<file path="src/rtl/spi_mem_ctrl_pkg.sv">
// spi_mem_ctrl shared types: command opcodes and controller states.
// Used by spi_mem_ctrl and spi_mem_addr_ptr.
package spi_mem_ctrl_pkg;

  localparam int OP_W    = 2;
  localparam int STATE_W = 3;

  typedef enum logic [OP_W-1:0] {
    OP_SET_WADDR = 2'b00,
    OP_WR_DATA   = 2'b01,
    OP_SET_RADDR = 2'b10,
    OP_RD_BURST  = 2'b11
  } op_e;

  typedef enum logic [STATE_W-1:0] {
    IDLE     = 3'd0,
    WRITE    = 3'd1,
    RD_ISSUE = 3'd2,
    RD_WAIT  = 3'd3,
    RD_RESP  = 3'd4
  } state_e;

endpackage

</file>
<file path="src/rtl/spi_mem_addr_ptr.sv">
// spi_mem_addr_ptr: loadable RAM address pointer.
// Increments wrap from the last RAM word back to 0.
module spi_mem_addr_ptr
  import spi_mem_ctrl_pkg::*;
#(
  parameter int MEM_DEPTH = 1024,
  parameter int ADDR_SIZE = 10
) (
  input  logic                 clk,
  input  logic                 rst,
  input  logic                 load,
  input  logic [ADDR_SIZE-1:0] load_val,
  input  logic                 inc,
  output logic [ADDR_SIZE-1:0] ptr
);

  localparam logic [ADDR_SIZE-1:0] LAST =
    ADDR_SIZE'(MEM_DEPTH - 1);

  // load wins over increment; increment wraps
  always_ff @(posedge clk or negedge rst) begin
    if (!rst) begin
      ptr <= '0;
    end else if (load) begin
      ptr <= load_val;
    end else if (inc) begin
      if (ptr == LAST) ptr <= '0;
      else             ptr <= ptr + 1'b1;
    end
  end

endmodule

</file>
<file path="src/rtl/spi_mem_ctrl.sv">
// spi_mem_ctrl: SPI command side driving a registered 16-bit RAM.
// Define SPI_MEM_CTRL_AUTO_INC_EN for pointer auto-increment.
module spi_mem_ctrl
  import spi_mem_ctrl_pkg::*;
#(
  parameter int MEM_WIDTH = 16,
  parameter int MEM_DEPTH = 1024,
  parameter int ADDR_SIZE = 10
) (
  input  logic                 clk,
  input  logic                 rst,
  input  logic                 cmd_valid,
  output logic                 cmd_ready,
  input  logic [1:0]           cmd_op,
  input  logic [MEM_WIDTH-1:0] cmd_data,
  output logic                 rsp_valid,
  input  logic                 rsp_ready,
  output logic [MEM_WIDTH-1:0] rsp_data,
  output logic [MEM_WIDTH-1:0] mem_din,
  output logic [ADDR_SIZE-1:0] mem_addr_wr,
  output logic [ADDR_SIZE-1:0] mem_addr_rd,
  output logic                 mem_wr_en,
  output logic                 mem_rd_en,
  output logic                 mem_blk_select,
  input  logic [MEM_WIDTH-1:0] mem_dout,
  output logic                 busy
);

`ifdef SPI_MEM_CTRL_AUTO_INC_EN
  localparam logic AUTO_INC = 1'b1;
`else
  localparam logic AUTO_INC = 1'b0;
`endif

  state_e               state;
  op_e                  op;
  logic                 accept;
  logic [ADDR_SIZE-1:0] cmd_addr;
  logic [ADDR_SIZE-1:0] remaining;
  logic [ADDR_SIZE-1:0] wr_ptr;
  logic [ADDR_SIZE-1:0] rd_ptr;
  logic                 wr_load;
  logic                 wr_inc;
  logic                 rd_load;
  logic                 rd_inc;

  assign op       = op_e'(cmd_op);
  assign accept   = cmd_valid && cmd_ready;
  assign cmd_addr = cmd_data[ADDR_SIZE-1:0];

  assign wr_load = accept && (op == OP_SET_WADDR);
  assign rd_load = accept && (op == OP_SET_RADDR);
  assign wr_inc  = AUTO_INC && (state == WRITE);
  assign rd_inc  = AUTO_INC && (state == RD_ISSUE);

  assign mem_addr_wr = wr_ptr;
  assign mem_addr_rd = rd_ptr;

  spi_mem_addr_ptr #(
    .MEM_DEPTH (MEM_DEPTH),
    .ADDR_SIZE (ADDR_SIZE)
  ) u_wr_ptr (
    .clk      (clk),
    .rst      (rst),
    .load     (wr_load),
    .load_val (cmd_addr),
    .inc      (wr_inc),
    .ptr      (wr_ptr)
  );

  spi_mem_addr_ptr #(
    .MEM_DEPTH (MEM_DEPTH),
    .ADDR_SIZE (ADDR_SIZE)
  ) u_rd_ptr (
    .clk      (clk),
    .rst      (rst),
    .load     (rd_load),
    .load_val (cmd_addr),
    .inc      (rd_inc),
    .ptr      (rd_ptr)
  );

  // controller FSM; strobes are set on entry to the cycle they cover
  always_ff @(posedge clk or negedge rst) begin
    if (!rst) begin
      state          <= IDLE;
      cmd_ready      <= 1'b0;
      busy           <= 1'b0;
      rsp_valid      <= 1'b0;
      rsp_data       <= '0;
      mem_din        <= '0;
      mem_wr_en      <= 1'b0;
      mem_rd_en      <= 1'b0;
      mem_blk_select <= 1'b0;
      remaining      <= '0;
    end else begin
      unique case (state)
        IDLE: begin
          cmd_ready <= 1'b1;
          if (accept) begin
            unique case (op)
              OP_WR_DATA: begin
                mem_din        <= cmd_data;
                mem_wr_en      <= 1'b1;
                mem_blk_select <= 1'b1;
                cmd_ready      <= 1'b0;
                busy           <= 1'b1;
                state          <= WRITE;
              end
              OP_RD_BURST: begin
                remaining      <= cmd_addr;
                mem_rd_en      <= 1'b1;
                mem_blk_select <= 1'b1;
                cmd_ready      <= 1'b0;
                busy           <= 1'b1;
                state          <= RD_ISSUE;
              end
              default: ;
            endcase
          end
        end
        WRITE: begin
          mem_wr_en      <= 1'b0;
          mem_blk_select <= 1'b0;
          cmd_ready      <= 1'b1;
          busy           <= 1'b0;
          state          <= IDLE;
        end
        RD_ISSUE: begin
          mem_rd_en      <= 1'b0;
          mem_blk_select <= 1'b0;
          state          <= RD_WAIT;
        end
        RD_WAIT: begin
          rsp_data  <= mem_dout;
          rsp_valid <= 1'b1;
          state     <= RD_RESP;
        end
        RD_RESP: begin
          if (rsp_ready) begin
            rsp_valid <= 1'b0;
            if (remaining == '0) begin
              cmd_ready <= 1'b1;
              busy      <= 1'b0;
              state     <= IDLE;
            end else begin
              remaining      <= remaining - 1'b1;
              mem_rd_en      <= 1'b1;
              mem_blk_select <= 1'b1;
              state          <= RD_ISSUE;
            end
          end
        end
        default: begin
          state <= IDLE;
        end
      endcase
    end
  end

endmodule

</file>
<file path="config.mk">
export PLATFORM = sky130hd
export DESIGN_NAME = spi_mem_ctrl
export DESIGN_NICKNAME = d
export VERILOG_FILES = /design/src/rtl/spi_mem_ctrl_pkg.sv /design/src/rtl/spi_mem_addr_ptr.sv /design/src/rtl/spi_mem_ctrl.sv
export SDC_FILE = /design/constraint.sdc
export NUM_CORES = 1
export LEC_CHECK = 0
export ABC_CLOCK_PERIOD_IN_PS = 3200
export BUFFER_PORTS_ARGS = -buffer_cell sky130_fd_sc_hd__buf_2
export CORE_ASPECT_RATIO = 0.8
export CORE_MARGIN = 4
export CORE_UTILIZATION = 35
export CTS_BUF_LIST = sky130_fd_sc_hd__clkbuf_8
export CTS_CLUSTER_SIZE = 16
export DETAILED_ROUTE_END_ITERATION = 10
export GPL_ROUTABILITY_DRIVEN = 0
export PLACE_DENSITY = 0.58
export RECOVER_POWER = 25
export REMOVE_ABC_BUFFERS = 1
export SLEW_MARGIN = 20
export SYNTH_ARGS = -nofsm -noshare
export SYNTH_HDL_FRONTEND = slang
export SYNTH_SLANG_ARGS = --single-unit
</file>
<file path="constraint.sdc">
create_clock -name clk -period 3.2 [get_ports clk]
set_input_delay 0.48 -clock clk [delete_from_list [all_inputs] [get_ports clk]]
set_output_delay 0.48 -clock clk [all_outputs]
set_load 0.01 [all_outputs]
</file>
# [After elaboration in Yosys (flattened, before gate mapping)]
# Index checks and enable logic that the tools add are counted.
[totals] out_inout_bits=58 reg_bits=71 elab_cells=82
[op_classes] n_reduce_logical=23 addsub=1 n_mux=31 n_eq_ne=15
[ops] cell="10-bit two-way mux" n=4
[ops] cell="10-bit one-hot mux with 2 select lines" n=1
[ops] cell="5-bit AND reduction" n=4
[ops] cell="1-bit two-way mux" n=15
[ops] cell="1-bit one-hot mux with 3 select lines" n=4
[ops] cell="3-bit one-hot mux with 4 select lines" n=1
[ops] cell="3-bit AND reduction" n=4
[ops] cell="10-bit logical NOT" n=1
[ops] cell="2-bit != test (second input constant)" n=5
[ops] cell="10-bit by 1-bit subtractor with 10-bit output (second input constant)" n=1
[ops] cell="3-bit nonzero test" n=3
[ops] cell="3-bit by 2-bit equality test with 1-bit output (second input constant)" n=2
[ops] cell="3-bit two-way mux" n=2
[ops] cell="3-bit one-hot mux with 2 select lines" n=1
[ops] cell="2-bit nonzero test" n=3
[ops] cell="2-bit equality test (second input constant)" n=2
[ops] cell="2-bit by 1-bit != test with 1-bit output (second input constant)" n=2
[ops] cell="1-bit one-hot mux with 2 select lines" n=2
[ops] cell="2-bit OR reduction" n=2
[ops] cell="3-bit by 1-bit equality test with 1-bit output (second input constant)" n=1
[ops] cell="3-bit equality test (second input constant)" n=1
[ops] cell="1-bit logical AND" n=3
[ops] cell="3-bit logical NOT" n=1
[ops] cell="3-bit by 1-bit != test with 1-bit output (second input constant)" n=1
[ops] cell="other kinds (4)" n=4

# [Depth between registers and ports, before layout]
# Gate-level depths: netlist of the first run.
[logic_depth] depth_word=5 mapped_depth=7 depth_no_buf=6

# [Cells and area by module]
# Synthesis of the first run repeated with hierarchy kept, for this count alone.
[unflattened] cells_unflattened=334 hier_area_um2=3627.2
[modules_own_cells] module="spi_mem_ctrl" instances=1 seq_area_each_um2=1276.2 area_each_um2=2371.0 cells_each=196
[modules_own_cells] module="spi_mem_addr_ptr" instances=2 seq_area_each_um2=250.2 area_each_um2=628.1 cells_each=69

# [Worst setup path after synthesis of the first run]
# No wires, ideal clock.
[synth_timing] path_type="input -> register" start="input port cmd_op[0]" end="register mem_din[10]" arrival_time_ns=1.833 t_required_ns=3.075 path_slack_ns=1.242 stages=5 setup_ns=0.125 n_path_buf=2 cell_sequence="or4b_1 > buf_2 > nor3_4 > buf_12 > mux2_4"
[synth_between] elab_chain_len=2
[synth_rtl] item="from (decl)" line="spi_mem_ctrl.sv:14" rtl="input logic [1:0] cmd_op,"
[synth_rtl] item="2-bit by 1-bit equality test with 1-bit output" line="spi_mem_ctrl.sv:101" rtl="unique case (op)"
[synth_rtl] item="3-bit AND reduction (no line)"
[synth_rtl] item="to (signal assigned)" line="spi_mem_ctrl.sv:103" rtl="mem_din <= cmd_data;"
[synth_rtl] item="to (decl)" line="spi_mem_ctrl.sv:19" rtl="output logic [MEM_WIDTH-1:0] mem_din,"
# Every way passes these cells.
# A chain may end at the register's enable or synchronous reset.

# [Worst setup path after layout of the first run]
[layout_timing] start="register state[0]" end="register mem_din[5]"
[layout_between] elab_chain_len=2
[layout_rtl] item="from (decl)" line="spi_mem_ctrl.sv:35" rtl="state_e state;"
[layout_rtl] item="from (signal assigned)" line="spi_mem_ctrl.sv:86" rtl="state <= IDLE;"
[layout_rtl] item="from (signal assigned)" line="spi_mem_ctrl.sv:108" rtl="state <= WRITE;"
[layout_rtl] item="from (signal assigned)" line="spi_mem_ctrl.sv:116" rtl="state <= RD_ISSUE;"
[layout_rtl] item="3-bit logical NOT" line="spi_mem_ctrl.sv:97" rtl="unique case (state)"
[layout_rtl] item="3-bit AND reduction (no line)"
# Every way passes these cells.

==> results of run 1 <==
cell type report:
type | count | area [µm²] | share of cell area [%]
clock buffer | 11 | 151 | 3.90
clock inverter | 3 | 12.5 | 0.323
inverter | 8 | 30.0 | 0.774
multi-input combinational | 148 | 1250 | 32.2
sequential | 71 | 1780 | 45.8
tap | 112 | 140 | 3.61
timing repair buffer | 99 | 518 | 13.4
sequential cells by signal, indices dropped and copies added, names as in the netlist:
register,flops
u_wr_ptr.ptr,10
rsp_data,16
busy,1
remaining,10
mem_wr_en,1
mem_rd_en,1
cmd_ready,1
u_rd_ptr.ptr,10
mem_din,16
state,3
rsp_valid,1
mem_blk_select,1
cell families (layout without fill, tap and decap cells):
family / count (synthesis) / in the layout / synth area share [%]
buf+inv: 19 / 121 / 3.05
xor+xnor: 1 / 1 / 0.281
simple gates: 46 / 46 / 8.58
compound gates: 49 / 49 / 11.3
flops: 71 / 71 / 56.9
fa+ha+maj: 1 / 1 / 0.401
mux: 51 / 51 / 19.5
per-stage QoR:
stage               cells  setup slack, ns
finish                452            0.771
floorplan             227            0.920
global route          452            0.696
CTS                   452            0.761
detailed placement    438            0.789
global placement      438            0.840
cell usage in the layout (no fill, tap or decap), drive strengths merged, types with 4 or more instances in the layout:
| master | synthesis | layout |
|---|---|---|
| inv | 8 | 10 |
| clkbuf | 4 | 12 |
| a21oi | 6 | 6 |
| buf | 7 | 98 |
| o21ai | 11 | 11 |
| o22ai | 4 | 4 |
| nor3 | 6 | 6 |
| mux2 | 51 | 51 |
| nand2 | 8 | 8 |
| dfrtp | 71 | 71 |
| nand3 | 5 | 5 |
| nor2 | 10 | 10 |
worst max-delay path by stage:
stage	depth (start not counted)	to	slack, ns
2_1_floorplan	3	mem_din[0]	0.92
3_3_place_gp	5	mem_din[3]	0.84
3_5_place_dp	5	mem_din[5]	0.79
4_1_cts	4	mem_din[5]	0.76
5_1_grt	4	mem_din[5]	0.70
6_report	4	mem_din[5]	0.77
Yosys cell counts, types with 2 or more instances:
master      n
dfrtp_1    71
mux2_2     42
o21ai_0    11
nor2_1     10
mux2_4      9
inv_1       8
nand2_1     8
a21oi_1     6
buf_2       6
nand3_1     5
clkbuf_1    4
nor3_1      4
a2bb2oi_1   3
and3_1      3
nor4_1      3
o22a_1      3
o22ai_1     3
a21boi_0    2
a22oi_1     2
nand2b_1    2
nor4b_1     2
o21a_1      2
o311ai_0    2
or4b_1      2
report_power, final:
part | leakage (nW) | internal, W | switching, W
clock network | 0.0937 | 0.000308 | 0.000300
logic | 0.872 | 0.000710 | 0.000676
registers | 0.844 | 0.00131 | 0.000280
critical path, cell delays in order (launching register included):
cell and delay (ns):
dfrtp_1 0.52, or4b_1 0.72, nor3_4 0.50, buf_12 0.22
mux2_2 0.33
metal layers:
metal	routed length, µm	share of wire, %	track usage, %	up-vias
met5	0	0	0	-
li1	-	-	-	1081
met4	76	1.0	4.20	0
met3	655	8.9	5.81	9
met1	3450	47	19.0	1089
met2	3170	43	21.2	85
==> results.toml, run 1 <==
[run_status]
outcome = "finished, violations left"
violations = "capacitance limit, slew limit"

[yosys]
syn_inst = 238
ys_seq_area_share_pct = 56.9
synth-seq-cells = 71
synth-main-ff-cell = "dfrtp_1"
yosysTopAreaCell = "dfrtp_1"
synth_top_area_share_pct = 56.9
synth.area.top_cells = "dfrtp_1 (57%), mux2_2 (15%), mux2_4 (4.3%)"
synth.avg_cell_area_um2 = 13.1
synth.distinct_cells = 49
yosys_warnings = 0
syn_area_mm2 = 0.00312
synthArstFlopShare_pct = 100
synth-edff-count = 0

[drt]
drt_iter0_drc = 91
num_vias = 2264
wl_mm = 7.35
routed_via_density = 5.01
wl_per_cell_um = 16.3
ant_nets = 0
first_pass_iters = 4
drcViolationCount = 0

[cells_and_area]
final_layout_size_suffix_gt1_share_pct = 49.4
insertedDiodeCount = 0
num-fill-cells = 818
synthToLayoutAreaGrowth_pct = 24.3
final_area_mm2 = 0.00388
fin_util_pct = 45.1
final_nets = 376

[sta]
fmax_ghz = 0.412
final-hold-violation-count = 0
slew_viol_final = 72
skew_ns = 0.00939
finalCritPeriodShare_pct = 75.9
fin_crit_ns = 2.43
final-setup-viol-count = 0
rsz0062_at_grt = "false"
setup_tns_ns = 0
hold_slack_ns = 0.368
slew_headroom_pct = -18.6
worst_slew_pin_slew_ns = 1.78

[worst_hold_path]
hold_end = "rsp_data[10]"
hp-start = "mem_dout[10]"
min-delay-path-class = "in -> reg"
holdPathStages = 2

[clocking]
cts_tree = "yes"
worstSkewPairLatency_ns = 0.34
cts_hold_buffers = 0
post_cts_buffers = 0
clk_pin_slew_ns = 0.07
numClockSinks = 71
cts_buffers = 9
ctsRootBufferMaster = "clkbuf_8"
cts.path.max_buffers = 2
cts_max_level = 3
cts-resized-gates = 0

[critical_path]
crit_type = "reg -> reg"
cp_data_arrival_time_ns = 2.65
worstPathRequired_ns = 3.42
rrSetupSlack_ns = 0.77
path_max_fanout = 12
r2r_cells = 4
r2r_start = "state[0]"
startpoint = "state[0]"
reg2reg_to = "mem_din[5]"
end_kind = "register"
cp-start-kind = "register"

[global_routing]
grt_pass1_vias = 2374
grt.overflow.total = 0
grt_max_degree = 72
grt_use_total_pct = 14.2
antenna_found_initial = 0
grt_pass1_wl_mm = 11.8

[run]
drv_cap = 1

[floorplanning]
start_util_pct = 36.3
coreArea_mm2 = 0.00860
die-area_mm2 = 0.0105
rows = 30
die_w_um = 114
die_y_um = 92.5
ios = 96

[placed_design]
hpwl_mm = 5.19
numPortBuffers = 95
placed_area_mm2 = 0.00372

[power_and_ir_drop]
p_per_area_mw_per_mm2 = 924
power.total_w = 0.00358
ir_worst_vdd_uv = 354
leakagePower_nw = 1.81
Note: power is estimated with default switching activity, not from simulation.
==> run 2: changes to the inputs <==
Settings changed: ABC_CLOCK_PERIOD_IN_PS 3200 to 2000, PLACE_DENSITY 0.58 to 0.6.
Clock period 3.2 ns to 2 ns, I/O delays scaled along.
==> run 2 against run 1 <==
- total power increased by 74%
- critical endpoint is now remaining[6]
- combinational power increased by 76%
- die area unchanged
- sequential power increased by 57%
- register-to-register slack got worse by 0.67 ns
- design area increased by 6.0%
- hold slack got worse by 0.18 ns
- count of clock-buffer cells in the layout unchanged
- flip-flop and latch count unchanged
- clock power increased by 110%
- critical path type unchanged
- the flow still finishes with violations (capacitance limit, slew limit)
==> results.toml, run 2 (synthesis results as in run 1) <==
[run_status]
outcome = "finished, violations left"
violations = "capacitance limit, slew limit"

[clocking]
cts.path.max_buffers = 2
cts_hold_buffers = 0
cts_max_level = 3
worstSkewPairLatency_ns = 0.34
numClockSinks = 71
ctsRootBufferMaster = "clkbuf_8"
cts_buffers = 9
cts_tree = "yes"
clk_pin_slew_ns = 0.08
post_cts_buffers = 0

[floorplanning]
start_util_pct = 36.3
die-area_mm2 = 0.0105
die_w_um = 114
ios = 96
coreArea_mm2 = 0.00860
die_y_um = 92.5
rows = 30

[run]
drv_cap = 1

[power_and_ir_drop]
p_clk_share_pct = 20.9
leakagePower_nw = 1.92
internal-power_w = 0.00414
comb_power_share_pct = 39.2
swShare_pct = 33.5
ir_worst_vdd_uv = 733
p_per_area_mw_per_mm2 = 1520
power.switching_w = 0.00208
p_seq_share_pct = 39.9

[critical_path]
critPathMaxStageDelay_ns = 0.49
rrSetupSlack_ns = 0.10
crit_type = "reg -> reg"
cp-start-kind = "register"
worstPathRequired_ns = 2.22
worst_path_max_delay_cell = "or4b_4"
path_max_fanout = 4
end_kind = "register"
cp_data_arrival_time_ns = 2.12
crit_chain = "inv_2 > ha_4 > or4b_4 > a211o_1 > o22a_1 > o22a_1"
critPathMostFrequentCell = "o22a_1"

[worst_hold_path]
min-delay-path-class = "in -> reg"

[cells_and_area]
multiInputGateArea_mm2 = 0.00128
final_nets = 394
final_common_cell = "buf_2"
final_area_mm2 = 0.00411
num-fill-cells = 791
synthToLayoutAreaGrowth_pct = 31.8
final_layout_size_suffix_gt1_share_pct = 55.0
final_cell_mix = "buf_2 (94), dfrtp_1 (71), mux2_2 (42)"
seq_area_mm2 = 0.00178
insertedDiodeCount = 0
reg_top3 = "mem_din: 16 flops, rsp_data: 16 flops"
finalNonFillerCells = 472

[sta]
slew_viol_final = 72
worst_slew_pin_slew_ns = 1.74
hold_slack_ns = 0.190
skew_ns = 0.00645
fin_crit_ns = 1.90
slew_headroom_pct = -15.9
fmax_ghz = 0.527
final-setup-viol-count = 0
final-hold-violation-count = 0
setup_tns_ns = 0
finalWorstSetupSlack_ns = 0.102
finalCritPeriodShare_pct = 94.9
rsz0062_at_grt = "false"

[drt]
wl_per_cell_um = 15.5
drcViolationCount = 0
wl_mm = 7.32
ant_nets = 0
drt_iter0_drc = 85
routed_via_density = 5.05
first_pass_iters = 4
num_vias = 2385

[placed_design]
hpwl_mm = 5.28
dp_slack_ns = 0.0109
dp_cells = 456
numPortBuffers = 95
placed_area_mm2 = 0.00385

[global_routing]
grt.overflow.total = 0
grt_max_degree = 72
grt_pass1_vias = 2473
grt_use_total_pct = 14.5
grt_pass1_wl_mm = 12.1
antenna_found_initial = 0
-- run 2: cell type report --
| type | instances | share of cell area [%] |
|---|---|---|
| Clock buffer | 11 | 3.68 |
| Clock inverter | 5 | 1.95 |
| Tap cell | 112 | 3.41 |
| Multi-Input combinational cell | 148 | 31.1 |
| Timing Repair Buffer | 117 | 15.9 |
| Inverter | 8 | 0.730 |
| Sequential cell | 71 | 43.2 |
-- run 2: final timing paths --
kind                            startpoint         endpoint  cells after the start
setup / recovery              remaining[1]     remaining[6]                      6
hold / removal                 mem_dout[0]      rsp_data[0]                      2
setup reg to reg              remaining[1]     remaining[6]                      6
hold reg to reg            u_wr_ptr.ptr[9]  u_wr_ptr.ptr[9]                      1
max in group asynchronous              rst      rsp_data[8]                      1
min in group asynchronous              rst  u_wr_ptr.ptr[8]                      1
-- run 2: per-layer routing --
| layer | global-route usage [%] | part of all wire (%) |
|---|---|---|
| met5 | 0 | 0 |
| met4 | 5.71 | 2.5 |
| met3 | 5.81 | 9.2 |
| met2 | 21.6 | 44 |
| met1 | 18.7 | 44 |
-- run 2: critical path, delay by kind of cell, from the launching register on --
family / cells / cell delay [ns]
AND/OR/NAND/NOR: 1 / 0.49
flip-flops: 1 / 0.41
AO/OA/AOI/OAI: 3 / 0.67
buffers and inverters: 1 / 0.08
adder cells (fa/ha/maj): 1 / 0.14
-- run 2: metrics by stage --
step                      utilization, %  power [W]
after global routing                47.8    0.00668
after global placement              44.8    0.00486
after CTS                           47.5    0.00626
after floorplan                        -    0.00383
after detailed placement            44.8    0.00493
final                               47.8    0.00623
-- run 2: repair_timing --
item / in CTS / in global routing
resized for setup: 1 / 9
pin swaps: 0 / 1
endpoints found under the setup margin: 1 / 11
cloned: 0 / 0
-- run 2: power by group through the flow --
stage          combinational (W)  sequential [W]  clock, W
2_1_floorplan            0.00108         0.00275         0
3_3_place_gp             0.00239         0.00247         0
4_1_cts                  0.00244         0.00248   0.00135
6_report                 0.00244         0.00249   0.00130
3_5_place_dp             0.00243         0.00250         0
5_1_grt                  0.00269         0.00258   0.00142
